<file path="src/rtl/t_bird_tail_light_pkg.sv">
// Shared types for the T-Bird tail-light decoder.
//   lamp_pat_e  : the eight legal 6-bit lamp codes, bit order {LA,LB,LC,RA,RB,RC}
//   mode_e      : decoded command reported on the mode output
//   dec_state_e : decoder FSM state (one per legal code, plus UNKNOWN)
package t_bird_tail_light_pkg;

  typedef enum logic [5:0] {
    PAT_OFF = 6'b000_000,
    PAT_L1  = 6'b100_000,
    PAT_L2  = 6'b110_000,
    PAT_L3  = 6'b111_000,
    PAT_R1  = 6'b000_100,
    PAT_R2  = 6'b000_110,
    PAT_R3  = 6'b000_111,
    PAT_ALL = 6'b111_111
  } lamp_pat_e;

  typedef enum logic [1:0] {
    MODE_IDLE  = 2'd0,
    MODE_LEFT  = 2'd1,
    MODE_RIGHT = 2'd2,
    MODE_HAZ   = 2'd3
  } mode_e;

  typedef enum logic [3:0] {
    ST_OFF, ST_L1, ST_L2, ST_L3, ST_R1, ST_R2, ST_R3, ST_ALL, ST_UNKNOWN
  } dec_state_e;

  // Registered response bundle of the decoder.
  typedef struct packed {
    mode_e mode;
    logic  seq_done;
    logic  step_err;
    logic  time_err;
  } dec_out_t;

  // Map a raw lamp pattern to the state it represents; illegal codes map to UNKNOWN.
  function automatic dec_state_e pat2state(input logic [5:0] p);
    case (p)
      PAT_OFF: pat2state = ST_OFF;
      PAT_L1:  pat2state = ST_L1;
      PAT_L2:  pat2state = ST_L2;
      PAT_L3:  pat2state = ST_L3;
      PAT_R1:  pat2state = ST_R1;
      PAT_R2:  pat2state = ST_R2;
      PAT_R3:  pat2state = ST_R3;
      PAT_ALL: pat2state = ST_ALL;
      default: pat2state = ST_UNKNOWN;
    endcase
  endfunction

  // Allowed moves between legal states. Self-loops and drops to OFF are always fine.
  function automatic logic step_ok(input dec_state_e cur, input dec_state_e nxt);
    step_ok = 1'b0;
    if (nxt == cur || nxt == ST_OFF) step_ok = 1'b1;
    else begin
      case (cur)
        ST_OFF:  step_ok = (nxt == ST_L1) || (nxt == ST_R1) || (nxt == ST_ALL);
        ST_L1:   step_ok = (nxt == ST_L2);
        ST_L2:   step_ok = (nxt == ST_L3);
        ST_R1:   step_ok = (nxt == ST_R2);
        ST_R2:   step_ok = (nxt == ST_R3);
        default: step_ok = 1'b0;
      endcase
    end
  endfunction

endpackage

</file>
<file path="src/rtl/t_bird_dwell_counter.sv">
// Pattern-change detector plus saturating dwell counter.
//   clk, rst   : clock, synchronous active-high reset
//   i_vld      : i_pat holds a real sample this cycle
//   i_pat      : sampled lamp pattern
//   o_prev     : previously accepted pattern
//   o_cnt      : run length of o_prev (0 right after reset, saturates at DWELL_CYCLES+1)
//   o_changed  : i_pat starts a new run (always true for the first sample after reset)
module t_bird_dwell_counter #(
  parameter int DWELL_CYCLES = 4,
  parameter int CW           = $clog2(DWELL_CYCLES + 2)
) (
  input  logic          clk,
  input  logic          rst,
  input  logic          i_vld,
  input  logic [5:0]    i_pat,
  output logic [5:0]    o_prev,
  output logic [CW-1:0] o_cnt,
  output logic          o_changed
);

  localparam logic [CW-1:0] C_SAT = CW'(DWELL_CYCLES + 1);

  logic [5:0]    r_prev;
  logic [CW-1:0] r_cnt;
  logic [CW-1:0] w_cnt_nxt;

  // r_cnt == 0 only straight after reset, so the first sample always counts as a change.
  assign o_changed = (r_cnt == '0) || (i_pat != r_prev);
  assign w_cnt_nxt = o_changed        ? CW'(1) :
                     (r_cnt == C_SAT) ? C_SAT  : r_cnt + CW'(1);

  always_ff @(posedge clk) begin
    if (rst) begin
      r_prev <= '0;
      r_cnt  <= '0;
    end else if (i_vld) begin
      r_prev <= i_pat;
      r_cnt  <= w_cnt_nxt;
    end
  end

  assign o_prev = r_prev;
  assign o_cnt  = r_cnt;

endmodule

</file>
<file path="src/rtl/t_bird_tail_light_decoder.sv">
// Watches the six tail-light lamp drives and decodes the turn/hazard command,
// flagging illegal codes, illegal steps and wrong dwell times.
//   clk, rst           : clock, synchronous active-high reset
//   LA..RC             : observed lamp drives, P = {LA,LB,LC,RA,RB,RC}
//   mode               : IDLE/LEFT/RIGHT/HAZ
//   seq_done           : pulse when a full sequence (L3, R3, ALL) drops to OFF
//   step_err, time_err : pulses for step and dwell violations
//   err_cnt            : saturating count of error events
// Lamps are registered on one edge and the response is registered on the next.
module t_bird_tail_light_decoder
  import t_bird_tail_light_pkg::*;
#(
  parameter int DWELL_CYCLES = 4
) (
  input  logic       clk,
  input  logic       rst,
  input  logic       LA,
  input  logic       LB,
  input  logic       LC,
  input  logic       RA,
  input  logic       RB,
  input  logic       RC,
  output logic [1:0] mode,
  output logic       seq_done,
  output logic       step_err,
  output logic       time_err,
  output logic [7:0] err_cnt
);

  localparam int            CW  = $clog2(DWELL_CYCLES + 2);
  localparam logic [CW-1:0] C_D = CW'(DWELL_CYCLES);

  logic [5:0]    r_pat;
  logic          r_vld;
  dec_state_e    r_state, w_state_nxt;
  dec_out_t      r_out, w_out_nxt;
  logic [7:0]    r_err, w_err_nxt;

  logic [5:0]    w_prev;
  logic [CW-1:0] w_cnt;
  logic          w_changed;
  dec_state_e    w_pat_st;
  logic [1:0]    w_inc;

  // Input sample stage; r_vld masks the empty slot right after reset.
  always_ff @(posedge clk) begin
    if (rst) begin
      r_pat <= '0;
      r_vld <= 1'b0;
    end else begin
      r_pat <= {LA, LB, LC, RA, RB, RC};
      r_vld <= 1'b1;
    end
  end

  t_bird_dwell_counter #(.DWELL_CYCLES(DWELL_CYCLES), .CW(CW)) u_dwell (
    .clk       (clk),
    .rst       (rst),
    .i_vld     (r_vld),
    .i_pat     (r_pat),
    .o_prev    (w_prev),
    .o_cnt     (w_cnt),
    .o_changed (w_changed)
  );

  assign w_pat_st = pat2state(r_pat);

  always_ff @(posedge clk) begin
    if (rst) begin
      r_state <= ST_OFF;
      r_out   <= '{mode: MODE_IDLE, seq_done: 1'b0, step_err: 1'b0, time_err: 1'b0};
      r_err   <= '0;
    end else begin
      r_state <= w_state_nxt;
      r_out   <= w_out_nxt;
      r_err   <= w_err_nxt;
    end
  end

  always_comb begin
    w_state_nxt        = r_state;
    w_out_nxt          = r_out;
    w_out_nxt.seq_done = 1'b0;
    w_out_nxt.step_err = 1'b0;
    w_out_nxt.time_err = 1'b0;
    w_inc              = 2'd0;
    w_err_nxt          = r_err;

    if (r_vld) begin
      // Step checking. UNKNOWN swallows everything until the lamps go dark.
      if (r_state == ST_UNKNOWN) begin
        if (r_pat == PAT_OFF) w_state_nxt = ST_OFF;
      end else if (w_pat_st == ST_UNKNOWN || !step_ok(r_state, w_pat_st)) begin
        w_out_nxt.step_err = 1'b1;
        w_state_nxt        = ST_UNKNOWN;
      end else begin
        w_state_nxt = w_pat_st;
      end

      // Dwell checking: a lit pattern must change exactly after DWELL_CYCLES
      // samples unless it drops to OFF; overstaying is flagged once.
      if (w_changed) begin
        if (w_cnt != '0 && w_prev != PAT_OFF && r_pat != PAT_OFF && w_cnt != C_D)
          w_out_nxt.time_err = 1'b1;
      end else if (r_pat != PAT_OFF && w_cnt == C_D) begin
        w_out_nxt.time_err = 1'b1;
      end

      w_out_nxt.seq_done = (r_pat == PAT_OFF) &&
                           (r_state == ST_L3 || r_state == ST_R3 || r_state == ST_ALL);

      if (w_out_nxt.step_err) begin
        w_out_nxt.mode = MODE_IDLE;
      end else if (w_state_nxt != r_state) begin
        case (w_state_nxt)
          ST_L1:   w_out_nxt.mode = MODE_LEFT;
          ST_R1:   w_out_nxt.mode = MODE_RIGHT;
          ST_ALL:  w_out_nxt.mode = MODE_HAZ;
          default: w_out_nxt.mode = r_out.mode;
        endcase
      end else if (r_pat == PAT_OFF && !w_changed && w_cnt == C_D) begin
        // OFF just reached DWELL_CYCLES+1: the sequence is over.
        w_out_nxt.mode = MODE_IDLE;
      end

      w_inc = {1'b0, w_out_nxt.step_err} + {1'b0, w_out_nxt.time_err};
      if (r_err > (8'd255 - {6'd0, w_inc})) w_err_nxt = 8'd255;
      else                                  w_err_nxt = r_err + {6'd0, w_inc};
    end
  end

  assign mode     = r_out.mode;
  assign seq_done = r_out.seq_done;
  assign step_err = r_out.step_err;
  assign time_err = r_out.time_err;
  assign err_cnt  = r_err;

endmodule

</file>
<file path="config.mk">
export PLATFORM = sky130hd
export DESIGN_NAME = t_bird_tail_light_decoder
export DESIGN_NICKNAME = d
export VERILOG_FILES = /design/src/rtl/t_bird_tail_light_pkg.sv /design/src/rtl/t_bird_dwell_counter.sv /design/src/rtl/t_bird_tail_light_decoder.sv
export SDC_FILE = /design/constraint.sdc
export NUM_CORES = 1
export LEC_CHECK = 0
export CORE_MARGIN = 2
export CORE_UTILIZATION = 40
export DETAILED_ROUTE_END_ITERATION = 8
export DONT_BUFFER_PORTS = 1
export GPL_TIMING_DRIVEN = 0
export MAX_ROUTING_LAYER = met4
export PLACE_DENSITY = 0.55
export SYNTH_ARGS = -nofsm -noshare
export SYNTH_HDL_FRONTEND = slang
export SYNTH_SLANG_ARGS = --single-unit
export TNS_END_PERCENT = 50
</file>
<file path="constraint.sdc">
create_clock -name clk -period 7.6 [get_ports clk]
set_clock_uncertainty 0.1 [all_clocks]
set_input_delay 1.52 -clock clk [delete_from_list [all_inputs] [get_ports clk]]
set_output_delay 1.52 -clock clk [all_outputs]
set_load 0.05 [all_outputs]
</file>
==> metrics.md, run 1 <==
| Metric | Value |
|---|---|
| Status | `finished, final reports clean` |
| Pre-CTS setup slack | `3678 ps` |
| Post-DP HPWL | `3034 um` |
| Clock buffer depth | `2` |
| DR pass1 iterations | `4` |
| Hold Path Class | `reg -> reg` |
| Worst path bufs/invs | `3` |
| Die ar. | `5441 um^2` |
| Top cells by area, synth | `dfxtp_1, a21oi_1, nor2_1` |
| Largest net degree at the start of global routing | `11` |
| Sw frac | `30.07%` |
| Setup crit end kind | `flip-flop` |
| Clock power share | `31.2%` |
| Mapped cell area | `1947 um^2` |
| Seq cells post-synth | `33` |
| Logic pwr share | `19.0%` |
| Most common cell in the synthesized netlist | `dfxtp_1` |
| Hold_sp | `u_dwell.o_prev[0]` |
| Initial antenna violation count | `0` |
| FF-to-FF setup slack | `3640 ps` |
| First-pass GRT wire length | `7224 um` |
| Std-Cell Rows | `25` |
| CP Launch Type | `flip-flop` |
| Lkg Pwr | `0.8212 nW` |
| P_sw | `0.0001192 W` |
| Share of cells above drive strength 1 | `9.877%` |
| Critical path's largest stage delay | `490 ps` |
| Overall Global Routing Usage | `17.83%` |
| Aggregate routed wire length | `4136 um` |
| Pint | `0.0002773 W` |
| Setup-failing EPs final | `0` |
| Least-Margin Pin Slew | `645.2 ps` |
| Total CTS buffers | `5` |
| Clock latency on the worst-skew pair | `280 ps` |
| Area delta synth->final | `8.419%` |
| Placed cell area | `2031 um^2` |
| Area share of the largest cell type after synthesis | `33.93%` |
| RSZ-0062 raised after global routing | `false` |
| Ys flop type | `dfxtp_1` |
| WL/cell | `13.34 um` |
| Yosys cell types | `58` |
| Reg power frac | `49.7%` |
| Grt total ovfl | `0` |
| Starting DRT DRC Count | `94` |
| Final worst-path cycle share | `52.16%` |
| Port bufs | `0` |
| Die Height | `73.77 um` |
| Minimum period implied by the final worst setup slack | `3964 ps` |
| Final WS setup | `3636 ps` |
| Reg-to-reg startpoint | `r_pat[5]` |
| H-tree levels | `2` |
| Ant diodes | `0` |
| CTS Root Cell | `clkbuf_8` |
| WP data required | `7680 ps` |
| Gate Count Post-Synth | `235` |
| Die W | `73.77 um` |
| PostCTS Resize Cnt | `0` |
| Clock slew at reported path FFs | `60 ps` |
| CTS tree | `built` |
| Crit Path Max Fanout | `10` |
| VDD IR-drop max | `0.00007853 V` |
| Final instance area | `2111 um^2` |
| Critical path class | `reg -> reg` |
| Fin nets | `255` |
| Final Hold Viols | `0` |
| Critical path's slowest cell | `or3b_2` |
| Yosys warning total | `0` |
| Vias | `1,599` |
| ANT nets after route | `0` |
| Slew Limit Fails | `0` |
| Avg Cell Area, Syn | `8.285 um^2` |
| Drc violations | `0` |
| Relative slew slack | `56.98%` |
| Syn nets | `248` |
| RePlAce Congestion | `0.8755` |
| Commonest cells in the netlist | `dfxtp_1, nor2_1, a21oi_1, nand2_1, inv_1` |
| Post-CTS Hold Buffers | `0` |
| CP Launch Point | `r_pat[5]` |
| Initial Utilization | `41.22%` |
| Crit-path cells | `buf_2 > or3b_2 > o32ai_4 > nor2_1 > xor2_1 > a41oi_2 > and2_4 > o21ai_0 > inv_1 > ha_1 > ha_1 > inv_1 > fa_1 > nor2_1 > and3_1 > nand3_1 > o211a_1` |
| Vias per cell | `5.158` |
| EDFF count, synth | `0` |
| Fin Setup TNS | `0 ps` |
| Fraction of registers with async set/reset | `0%` |
| Setup Fix Bufs, Post-CTS | `0` |
| Crit path DAT | `4040 ps` |
| Vias in the first global route | `1,486` |
| CTS Sinks | `33` |
| PwrDens | `187.8 nW/um^2` |
| Critical path's top delay family | `simple AND/OR/NAND/NOR gates` |
| Seq/Total Area, Yosys | `33.93%` |
| Post-synth top area cell | `dfxtp_1` |
| Ports | `21` |
| Number of max-cap violations | `0` |
| Core Area | `4723 um^2` |
| F_max | `0.2523 GHz` |
-- per-stage QoR --
step | std cells | util, % | total power, W | hold slack [ps]
after floorplan | 235 | - | 0.0002616 | 395.9
after global placement | 302 | 42.99 | 0.0002764 | 422.0
after detailed placement | 302 | 42.99 | 0.0002766 | 431.0
after CTS | 310 | 44.69 | 0.0004032 | 446.0
after global routing | 310 | 44.69 | 0.0004231 | 473.7
final | 310 | 44.69 | 0.0003965 | 439.4
-- path summary, 6_finish.rpt --
| check | endpoint | depth (start not counted) |
|---|---|---|
| worst min-delay path | u_dwell.o_prev[0] | 2 |
| worst min register to register | u_dwell.o_prev[0] | 2 |
| worst max register to register | err_cnt[6] | 17 |
| worst max-delay path | err_cnt[6] | 17 |
-- worst min-delay path, stage by stage (launching register included) --
cell,delay (ps)
dfxtp_1,360
mux2i_1,80
nor2_1,70
-- logic make-up after synthesis --
| group | Yosys count | share of synthesized area (%) |
|---|---|---|
| and+or+nand+nor | 92 | 24.81 |
| AOI/OAI and AO/OA | 52 | 19.67 |
| DFF | 33 | 33.93 |
| buffers and inverters | 30 | 7.133 |
| xor gates and xnor gates | 15 | 6.748 |
| muxes | 8 | 4.113 |
| adders and majority gates | 5 | 3.599 |
-- sequential cells by signal, indices dropped and copies added, names as in the netlist, 2 cells and up --
| register | cells |
|---|---|
| r_state | 4 |
| mode | 2 |
| u_dwell.o_cnt | 3 |
| r_pat | 6 |
| u_dwell.o_prev | 6 |
| err_cnt | 8 |
-- layout by cell type, fill, tap and decap left out, types with 3 or more instances in the layout --
cell type and n:
a21oi_1 20, and2_1 3, and3_1 5, buf_2 3, clkbuf_1 10, clkbuf_8 5, dfxtp_1 33, ha_1 4
inv_1 15, mux2i_1 8, nand2_1 17, nand3_1 9, nor2_1 26, nor2b_1 8, nor3_1 6, o21ai_0 6
or3_1 3, xnor2_1 6, xor2_1 9
-- power groups by stage --
stage	registers, W	logic (W)	clock network [W]
after floorplan	0.000199	0.0000623	0
final	0.000197	0.0000755	0.000124
after global routing	0.000198	0.0000852	0.000140
after global placement	0.000201	0.0000753	0
after detailed placement	0.000201	0.0000756	0
after CTS	0.000197	0.0000761	0.000130
-- area by class of cell --
type / count / area [um^2]
fillers: 484 / 2613
plain buffers: 15 / 82.58
multi-input cells: 172 / 1147
well taps: 67 / 83.83
flip-flops and latches: 33 / 660.6
clock buffers: 8 / 80.08
inverters: 15 / 56.30
-- per-layer routing --
metal | GRT usage, % | vias up | part of all wire [%] | wire length, um
met5 | - | - | 0 | 0
met4 | 6.061 | 0 | 1.5 | 61
met3 | 4.252 | 7 | 3.5 | 143
met2 | 26.49 | 21 | 49 | 2010
met1 | 23.67 | 738 | 46 | 1920
li1 | - | 833 | - | -
Power figures use the tool's default switching activity.
==> run 2, diff against run 1 <==
Settings changed: PLACE_DENSITY 0.55 to 0.57.
Clock period 7.6 ns to 3.3 ns, I/O delays scaled along.
==> run 2 against run 1 <==
Effect of this change: the flow now finishes with violations (negative setup slack); core utilization up 6.1 points; count of clock-buffer cells in the layout shrank 3; worst hold slack got worse by 32 ps; die area unchanged; sequential cell count did not move; fmax rose by 12%; first-iteration DRC count up 59%; worst setup slack lost 3900 ps; register-to-register slack lost 3900 ps; sequential power grew 130%.
==> metrics.md, run 2 (same netlist as run 1, synthesis figures left out) <==
| Metric | Value |
|---|---|
| Post-DP HPWL | `3077 um (+1.4%)` |
| Die W | `73.77 um (unchanged)` |
| Critical path's largest stage delay | `350 ps (-140 ps)` |
| Ports | `21 (unchanged)` |
| Largest net degree at the start of global routing | `11 (unchanged)` |
| Number of flip-flops in the largest register | `8 (unchanged)` |
| CTS Root Cell | `clkbuf_8` |
| RePlAce Congestion | `0.9312 (+6.4%)` |
| Critical path's slowest cell | `a221o_1` |
| Status | `finished, violations left` |
| CTS Sinks | `33 (unchanged)` |
| Crit Path Max Fanout | `8 (-2)` |
| WP data required | `3380 ps (-4300 ps)` |
| Clock slew at reported path FFs | `60 ps (about the same)` |
| Crit-path cells | `buf_6 > buf_4 > and4_4 > o21a_1 > a221o_1 > xnor2_2 > a41oi_2 > and2_4 > o21ai_4 > inv_2 > ha_4 > ha_4 > inv_2 > fa_2 > nor2_4 > and3_4 > nand3_2 > o211a_1` |
| Least-Margin Pin Slew | `677.3 ps (+32.01 ps)` |
| Fillers | `458 (-5.4%)` |
| Commonest non-fill, non-tap cell in the layout | `dfxtp_1` |
| Hold Path Class | `in -> reg` |
| F_max | `0.2835 GHz (+12%)` |
| Std-Cell Rows | `25 (unchanged)` |
| Lkg Pwr | `0.9084 nW (+11%)` |
| Vias in the first global route | `1,639 (+10%)` |
| Number of max-cap violations | `0 (unchanged)` |
| Initial antenna violation count | `0 (unchanged)` |
| Minimum period implied by the final worst setup slack | `3527 ps (-437.3 ps)` |
| H-tree levels | `2 (unchanged)` |
| Die ar. | `5441 um^2 (unchanged)` |
| Crit path DAT | `3600 ps (-440 ps)` |
| CP Launch Type | `flip-flop` |
| Most frequent cells in the layout | `dfxtp_1, nor2_1, buf_4, nand2_1, a21oi_1` |
| Total CTS buffers | `5 (unchanged)` |
| Die Height | `73.77 um (unchanged)` |
| VDD IR-drop max | `0.0002722 V (+250%)` |
| Grt total ovfl | `0 (unchanged)` |
| Vias | `1,690 (+5.7%)` |
| Final WS setup | `-227.0 ps (-3863 ps)` |
| PwrDens | `416.3 nW/um^2 (+120%)` |
| Port bufs | `0 (unchanged)` |
| Vias per cell | `5.265 (+2.1%)` |
| Setup-failing EPs final | `8 (+8)` |
| Share of cells above drive strength 1 | `27.56% (+18 points)` |
| Overall Global Routing Usage | `18.77% (+0.93 points)` |
| ANT nets after route | `0 (unchanged)` |
| Initial Utilization | `41.22% (unchanged)` |
| Relative slew slack | `54.85% (-2.1 points)` |
| Critical path's top delay family | `compound AO/OA/AOI/OAI gates` |
| Critical path class | `reg -> reg` |
| WL/cell | `14.17 um (+6.2%)` |
| Clock buffer depth | `2 (unchanged)` |
| Clock latency on the worst-skew pair | `280 ps (about the same)` |
| Area delta synth->final | `23.20%` |
| CTS tree | `built` |
| Final Hold Slack | `407.3 ps (-32.14 ps)` |
| Core Area | `4723 um^2 (unchanged)` |
| First-pass GRT wire length | `7596 um (+5.1%)` |
| Setup crit end kind | `flip-flop` |
| Final Util | `50.78% (+6.1 points)` |
| Aggregate routed wire length | `4550 um (+10%)` |
| DR pass1 iterations | `4 (unchanged)` |
| Worst path bufs/invs | `4 (+1)` |
| Drc violations | `0 (unchanged)` |
| Final worst-path cycle share | `106.9% (+55 points)` |
| Final Hold Viols | `0 (unchanged)` |
| Fin nets | `268 (+5.1%)` |
| Slew Limit Fails | `0 (unchanged)` |
| Starting DRT DRC Count | `149 (+59%)` |
| RSZ-0062 raised after global routing | `true` |
| Failing checks | `negative setup slack` |
| Ant diodes | `0 (unchanged)` |
==> run 2: cell types whose count changed in the layout (fill, tap and decap cells not counted), sizes merged <==
cell | before | now
clkinv | 0 | 1
buf | 8 | 22
clkbuf | 15 | 11
==> run 2: worst register-to-register path, stage by stage (launching register included) <==
cell,delay (ps)
dfxtp_1,300
buf_6,130
buf_4,130
and4_4,140
o21a_1,200
a221o_1,350
xnor2_2,210
a41oi_2,140
and2_4,180
o21ai_4,140
inv_2,60
ha_4,280
ha_4,130
inv_2,40
fa_2,340
nor2_4,150
and3_4,210
nand3_2,70
o211a_1,130
==> run 2: stage by stage <==
stage	cells	total power, W	setup slack, ps	setup TNS (ps)	area, um^2
2_1_floorplan	235	0.0006141	-65.29	-157.5	2014
3_3_place_gp	302	0.0006483	-338.2	-2449	2098
3_5_place_dp	302	0.0006488	-367.3	-2634	2098
4_1_cts	318	0.0009929	-283.3	-1793	2355
5_1_grt	321	0.001055	-388.7	-2401	2399
6_report	321	0.0009985	-227.0	-1131	2399
==> run 2: area by class of cell <==
class	instances	area [um^2]	area share, %
clock buffers	5	68.82	2.869
well taps	67	83.83	3.495
multi-input cells	172	1326	55.29
repair buffers	16	123.9	5.164
flip-flops and latches	33	663.1	27.65
clock inverters	1	5.005	0.2087
plain buffers	12	68.82	2.869
inverters	15	58.81	2.452
==> run 2: routing by layer <==
layer	part of all wire, %	up-vias	global-route usage (%)
met5	0	-	-
met4	0.86	0	6.465
met3	3.2	4	4.801
met2	48	24	28.47
met1	48	798	24.22
li1	-	864	-
==> run 2: path summary, 6_finish.rpt <==
| check | start | end | slack [ps] | cells past startpoint |
|---|---|---|---|---|
| max | r_pat[3] | err_cnt[6] | -230 | 18 |
| min | RC | r_pat[0] | 410 | 1 |
| max reg2reg | r_pat[3] | err_cnt[6] | -230 | 18 |
| min reg2reg | u_dwell.o_prev[0] | u_dwell.o_prev[0] | 440 | 2 |
==> run 2: report_power, final <==
part | internal, W | switching, W | total [W] | leakage (nW)
Clock | 0.000139 | 0.000137 | 0.000276 | 0.0399
Combinational | 0.000129 | 0.000133 | 0.000263 | 0.598
Sequential | 0.000416 | 0.0000439 | 0.000460 | 0.270
==> run 2: repair_timing <==
action	in CTS	in global routing
pin swaps	20	19
buffers inserted	11	5
hold buffers	0	0
setup endpoints to repair	8	8
gates resized for setup	23	7
